**src/rtl/subbytes_arbiter_if.sv**
```systemverilog
// Bus between the S-box arbiter, its two requesters (round state, key word) and the shared S-box.
interface subbytes_arbiter_if;
    logic         st_valid;
    logic         st_ready;
    logic [127:0] st_in;
    logic [127:0] st_out;
    logic         st_done;
    logic         kw_valid;
    logic         kw_ready;
    logic [31:0]  kw_in;
    logic [31:0]  kw_out;
    logic         kw_done;
    logic [7:0]   sb_in;
    logic         sb_en;
    logic [7:0]   sb_out;

    modport master (
        output st_valid, st_in, kw_valid, kw_in, sb_out,
        input  st_ready, st_out, st_done, kw_ready, kw_out, kw_done, sb_in, sb_en
    );

    modport slave (
        input  st_valid, st_in, kw_valid, kw_in, sb_out,
        output st_ready, st_out, st_done, kw_ready, kw_out, kw_done, sb_in, sb_en
    );
endinterface

```
**src/rtl/subbytes_arbiter.sv**
```systemverilog
// Shares one registered S-box between a 16-byte round-state SubBytes and a 4-byte SubWord,
// streaming one byte per cycle and arbitrating between the two requesters.
module subbytes_arbiter #(
    parameter bit RR_EN = 1'b1
) (
    input logic               clk,
    input logic               rst,
    subbytes_arbiter_if.slave bus
);
    typedef enum logic [1:0] {Idle, StRun, KwRun} state_e;

    state_e       state_q;
    logic [127:0] word_q;
    logic [127:0] acc_q;
    logic [127:0] acc_d;
    logic [127:0] st_out_q;
    logic [31:0]  kw_out_q;
    logic         st_done_q;
    logic         kw_done_q;
    logic         sb_en_q;
    logic [7:0]   sb_in_q;
    logic         pend_q;
    logic [3:0]   issue_idx_q;
    logic [3:0]   pend_idx_q;
    logic         last_st_q;
    logic [3:0]   last_idx;
    logic [7:0]   next_byte;
    logic         grant_st;
    logic         grant_kw;

    always_comb begin
        grant_st = 1'b0;
        grant_kw = 1'b0;
        if (!rst && state_q == Idle) begin
            grant_kw = bus.kw_valid && (!bus.st_valid || !RR_EN || last_st_q);
            grant_st = bus.st_valid && !grant_kw;
        end
    end

    // Key words sit in the top 32 bits of word_q/acc_q so byte k is always at 127-8k.
    assign last_idx  = (state_q == KwRun) ? 4'd3 : 4'd15;
    assign next_byte = word_q[7'd127 - {issue_idx_q + 4'd1, 3'b000} -: 8];

    always_comb begin
        acc_d = acc_q;
        acc_d[7'd127 - {pend_idx_q, 3'b000} -: 8] = bus.sb_out;
    end

    always_ff @(posedge clk) begin
        if (rst) begin
            state_q     <= Idle;
            st_out_q    <= '0;
            kw_out_q    <= '0;
            st_done_q   <= 1'b0;
            kw_done_q   <= 1'b0;
            sb_en_q     <= 1'b0;
            sb_in_q     <= 8'h00;
            pend_q      <= 1'b0;
            issue_idx_q <= '0;
            pend_idx_q  <= '0;
            last_st_q   <= 1'b1;
        end else begin
            st_done_q <= 1'b0;
            kw_done_q <= 1'b0;
            unique case (state_q)
                Idle: begin
                    if (grant_st || grant_kw) begin
                        state_q     <= grant_st ? StRun : KwRun;
                        word_q      <= grant_st ? bus.st_in : {bus.kw_in, 96'd0};
                        sb_in_q     <= grant_st ? bus.st_in[127:120] : bus.kw_in[31:24];
                        sb_en_q     <= 1'b1;
                        issue_idx_q <= '0;
                        pend_q      <= 1'b0;
                        last_st_q   <= grant_st;
                    end
                end
                default: begin
                    // The S-box result for the byte issued last cycle arrives now.
                    pend_q     <= sb_en_q;
                    pend_idx_q <= issue_idx_q;
                    if (pend_q) begin
                        acc_q <= acc_d;
                    end
                    if (sb_en_q) begin
                        if (issue_idx_q == last_idx) begin
                            sb_en_q <= 1'b0;
                            sb_in_q <= 8'h00;
                        end else begin
                            issue_idx_q <= issue_idx_q + 4'd1;
                            sb_in_q     <= next_byte;
                        end
                    end
                    if (pend_q && pend_idx_q == last_idx) begin
                        state_q <= Idle;
                        if (state_q == StRun) begin
                            st_out_q  <= acc_d;
                            st_done_q <= 1'b1;
                        end else begin
                            kw_out_q  <= acc_d[127:96];
                            kw_done_q <= 1'b1;
                        end
                    end
                end
            endcase
        end
    end

    assign bus.st_ready = grant_st;
    assign bus.kw_ready = grant_kw;
    assign bus.st_out   = st_out_q;
    assign bus.kw_out   = kw_out_q;
    assign bus.st_done  = st_done_q;
    assign bus.kw_done  = kw_done_q;
    assign bus.sb_in    = sb_in_q;
    assign bus.sb_en    = sb_en_q;
endmodule

```
**src/flat_wrapper.sv**
```systemverilog
// flat-port wrapper written by rule: the top's interface ports become plain ports
module subbytes_arbiter_flat 
#(
    parameter bit RR_EN = 1'b1
)
  (clk, rst, bus_st_valid, bus_st_in, bus_kw_valid, bus_kw_in, bus_sb_out, bus_st_ready, bus_st_out, bus_st_done, bus_kw_ready, bus_kw_out, bus_kw_done, bus_sb_in, bus_sb_en);
  subbytes_arbiter_if bus_i ();
  input logic clk;
  input logic rst;
  input wire logic [$bits(bus_i.st_valid)-1:0] bus_st_valid;
  input wire logic [$bits(bus_i.st_in)-1:0] bus_st_in;
  input wire logic [$bits(bus_i.kw_valid)-1:0] bus_kw_valid;
  input wire logic [$bits(bus_i.kw_in)-1:0] bus_kw_in;
  input wire logic [$bits(bus_i.sb_out)-1:0] bus_sb_out;
  output wire logic [$bits(bus_i.st_ready)-1:0] bus_st_ready;
  output wire logic [$bits(bus_i.st_out)-1:0] bus_st_out;
  output wire logic [$bits(bus_i.st_done)-1:0] bus_st_done;
  output wire logic [$bits(bus_i.kw_ready)-1:0] bus_kw_ready;
  output wire logic [$bits(bus_i.kw_out)-1:0] bus_kw_out;
  output wire logic [$bits(bus_i.kw_done)-1:0] bus_kw_done;
  output wire logic [$bits(bus_i.sb_in)-1:0] bus_sb_in;
  output wire logic [$bits(bus_i.sb_en)-1:0] bus_sb_en;
  assign bus_i.st_valid = bus_st_valid;
  assign bus_i.st_in = bus_st_in;
  assign bus_i.kw_valid = bus_kw_valid;
  assign bus_i.kw_in = bus_kw_in;
  assign bus_i.sb_out = bus_sb_out;
  assign bus_st_ready = bus_i.st_ready;
  assign bus_st_out = bus_i.st_out;
  assign bus_st_done = bus_i.st_done;
  assign bus_kw_ready = bus_i.kw_ready;
  assign bus_kw_out = bus_i.kw_out;
  assign bus_kw_done = bus_i.kw_done;
  assign bus_sb_in = bus_i.sb_in;
  assign bus_sb_en = bus_i.sb_en;
  subbytes_arbiter #(.RR_EN(RR_EN)) u_core (.clk(clk), .rst(rst), .bus(bus_i));
endmodule
```
**config.mk**
```make
export PLATFORM = sky130hd
export DESIGN_NAME = subbytes_arbiter_flat
export DESIGN_NICKNAME = d
export VERILOG_FILES = /design/src/rtl/subbytes_arbiter_if.sv /design/src/rtl/subbytes_arbiter.sv /design/src/flat_wrapper.sv
export SDC_FILE = /design/constraint.sdc
export NUM_CORES = 1
export LEC_CHECK = 0
export BUFFER_PORTS_ARGS = -buffer_cell sky130_fd_sc_hd__buf_2
export CAP_MARGIN = 25
export CORE_MARGIN = 5
export CORE_UTILIZATION = 25
export CTS_BUF_LIST = sky130_fd_sc_hd__clkbuf_16
export CTS_CLUSTER_DIAMETER = 60
export DETAILED_ROUTE_END_ITERATION = 8
export PLACE_DENSITY_LB_ADDON = 0.1
export SETUP_SLACK_MARGIN = 0.2
export SYNTH_ARGS = -nofsm -noshare
export SYNTH_HDL_FRONTEND = slang
export SYNTH_SLANG_ARGS = --single-unit
```
**constraint.sdc**
```tcl
create_clock -name clk -period 3.87 [get_ports clk]
set_input_delay 0.387 -clock clk [delete_from_list [all_inputs] [get_ports clk]]
set_output_delay 0.387 -clock clk [all_outputs]
set_load 0.02 [all_outputs]
```
==> flow_metrics.tcl <==
set metrics [dict create \
    p_sw_mw 2.498 \
    vdd_drop_max_uv 248.2 \
    yosysWarnings 0 \
    grt_max_degree 104 \
    initial_core_util_pct 25.13 \
    dp_slack_ps 1031 \
    cts_max_path_buffers 3 \
    cts_root_buf "clkbuf_16" \
    critical-path-max-stage-delay_ps 760 \
    period_share_pct 74.81 \
    power.leakage_nw 8.522 \
    layout_common_cells "buf_2, edfxtp_1, nor2_1, dfxtp_1, mux2_2" \
    fp.dieArea_um2 78730 \
    combPwrFrac_pct 6.3 \
    maxCapViolCount 0 \
    p_sw_share_pct 23.18 \
    drv_slew 0 \
    overflow 0 \
    path_class "flip-flop to output port" \
    worstMarginPinSlew_ps 1061 \
    syn_nets 1654 \
    io_pins 345 \
    path_delay_family "simple AND/OR/NAND/NOR gates" \
    crit_buf_inv 1 \
    die_w_um 280.6 \
    tritoncts.num_buffers 54 \
    vias 12080 \
    cp_max_fo 68 \
    htree_num_levels 2 \
    cp_data_arrival_time_ps 2510 \
    grt_pass1_vias 12680 \
    dpl.hpwl_um 36340 \
    clkTransAtPathRegs_ps 60 \
    n_antenna_cell 0 \
    fin_nets 1964 \
    place.gp.congestion 0.7063 \
    ys_seq_area_share_pct 62.01 \
    dieHeight_um 280.6 \
    syn_area_um2 18300 \
    netlist_instances 1481 \
    ctsResizeCount 0 \
    portBuffers 344 \
    drc 0 \
    cts_tree "built" \
    pwr-share-seq_pct 47.6 \
    grt_pass1_wl_um 82080 \
    finalHoldViolations 0 \
    track_usage_pct 13.54 \
    drt-initial-drc-count 486 \
    rsz0062_at_grt "no" \
    p_int_mw 8.280 \
    syn_area_per_cell_um2 12.36 \
    layout_commonest_cell "buf_2" \
    row_count 99 \
    wire_per_inst_um 19.55 \
    syn_to_final_growth_pct 23.89 \
    clk_latency_ps 590 \
    setup_slack_ps 974.9 \
    period_needed_ps 2895 \
    drtAntennaViolNets 0 \
    ys_types 47 \
    status "finished clean" \
    hold_path_class "input port to flip-flop" \
    pwr-share-clk_pct 46.1 \
    ys_ff_latch 439 \
    cts_hold_buf 0 \
    fin_skew_ps 15.10 \
    dr.pass1.iters 6 \
    routed_wl_um 54630 \
    setup_viol 0 \
    crit_path_end_kind "output port" \
    crit_path_cell_trace "nor3_1, and3_4, buf_2" \
    cts_setup_buffers 0 \
    cts.sinks 439 \
    cpMaxStageDelayCell "and3_4" \
    slew-limit-headroom_pct 29.28 \
    start_kind "flip-flop" \
    power_density_nw_per_um2 475.3 \
    core-area_um2 72830 \
    crit_required_ps 3480 \
    viasPerCell 4.323 \
    tns_ps 0 \
    drive_gt1_share_pct 35.68 \
    antenna_found_initial 4 \
    clock.fmax_mhz 345.4 \
]
metal layers:
layer,vias up,routed length [µm],global-route usage (%),part of all wire (%)
li1,5905,-,-,-
met1,5788,24460,17.99,45
met2,306,25470,22.01,47
met3,79,3622,3.853,6.6
met4,6,1019,3.164,1.9
met5,-,54,0,0.099
synth_stat cells (all sizes together):
master | count | area (µm²)
a2111oi | 16 | 140.1
a211oi | 66 | 635.6
a21oi | 25 | 125.1
a31o | 1 | 8.760
a31oi | 17 | 106.4
a32oi | 8 | 70.07
and2 | 99 | 619.3
and3 | 3 | 18.77
buf | 57 | 367.8
clkbuf | 52 | 196.4
dfxtp | 183 | 3664
edfxtp | 256 | 7687
ha | 1 | 12.51
inv | 36 | 135.1
mux2 | 128 | 1441
mux2i | 56 | 560.5
mux4 | 16 | 360.4
nand2 | 46 | 172.7
nand2b | 7 | 58.81
nand3 | 5 | 25.02
nand4 | 2 | 27.53
nor2 | 259 | 982.2
nor2b | 18 | 112.6
nor3 | 98 | 584.3
nor3b | 1 | 12.51
nor4 | 1 | 21.27
o2111ai | 1 | 8.760
o211a | 1 | 10.01
o211ai | 1 | 7.510
o21ai | 9 | 45.04
or2 | 7 | 43.79
or3 | 1 | 6.260
or4b | 1 | 10.01
xnor2 | 1 | 8.760
xor2 | 2 | 17.52
power by group through the flow:
stage | clock, mW | combinational (mW) | sequential, mW
finish | 4.97 | 0.676 | 5.13
global route | 5.38 | 0.753 | 5.14
CTS | 5.18 | 0.704 | 5.13
detailed placement | 0 | 0.701 | 5.23
global placement | 0 | 0.701 | 5.23
floorplan | 0 | 0.375 | 5.23
cell type report:
cell class	instances	area, µm²
fill	7518	50160
clock buffer	56	1401
multi-input combinational	897	6292
sequential	439	11350
inverter	36	138.9
timing repair buffer	363	1946
tap	959	1200
clock inverter	45	346.6
cell families after synthesis:
group,count (synthesis),synth area share [%]
AND/OR/NAND/NOR,548,14.72
flip-flops,439,62.01
multiplexers,200,12.91
AO/OA/AOI/OAI,145,6.323
buffers and inverters,145,3.821
XOR/XNOR,3,0.1436
adder cells (fa/ha/maj),1,0.06835
flip-flops by register name, indices dropped and copies added, names as in the netlist:
name	flops
u_core.acc_q	128
u_core.bus.st_out	128
u_core.word_q	128
u_core.bus.kw_out	32
u_core.bus.sb_in	8
u_core.issue_idx_q	4
u_core.pend_idx_q	4
u_core.state_q	2
u_core.bus.kw_done	1
u_core.bus.sb_en	1
u_core.bus.st_done	1
u_core.last_st_q	1
u_core.pend_q	1
through the flow:
stage	utilization, %	hold slack (ps)	cells	power, mW	instance area [µm²]
after floorplan	-	464.6	1481	5.610	18310
after global placement	28.73	474.1	2694	5.929	20930
final	31.13	69.17	2795	10.78	22680
after global routing	31.13	24.46	2795	11.27	22680
after detailed placement	28.73	483.2	2694	5.933	20930
after CTS	31.13	4.084	2795	11.01	22680
path summary, 6_finish.rpt:
| kind | start | end | slack, ps | depth (start not counted) |
|---|---|---|---|---|
| worst max-delay path | u_core.state_q[1] | bus_st_ready | 970 | 3 |
| worst min-delay path | bus_st_in[51] | u_core.word_q[51] | 70 | 2 |
| worst max register to register | u_core.issue_idx_q[1] | u_core.bus.sb_in[0] | 1260 | 7 |
| worst min register to register | u_core.bus.st_out[113] | u_core.bus.st_out[113] | 490 | 2 |
Power figures use the tool's default switching activity.
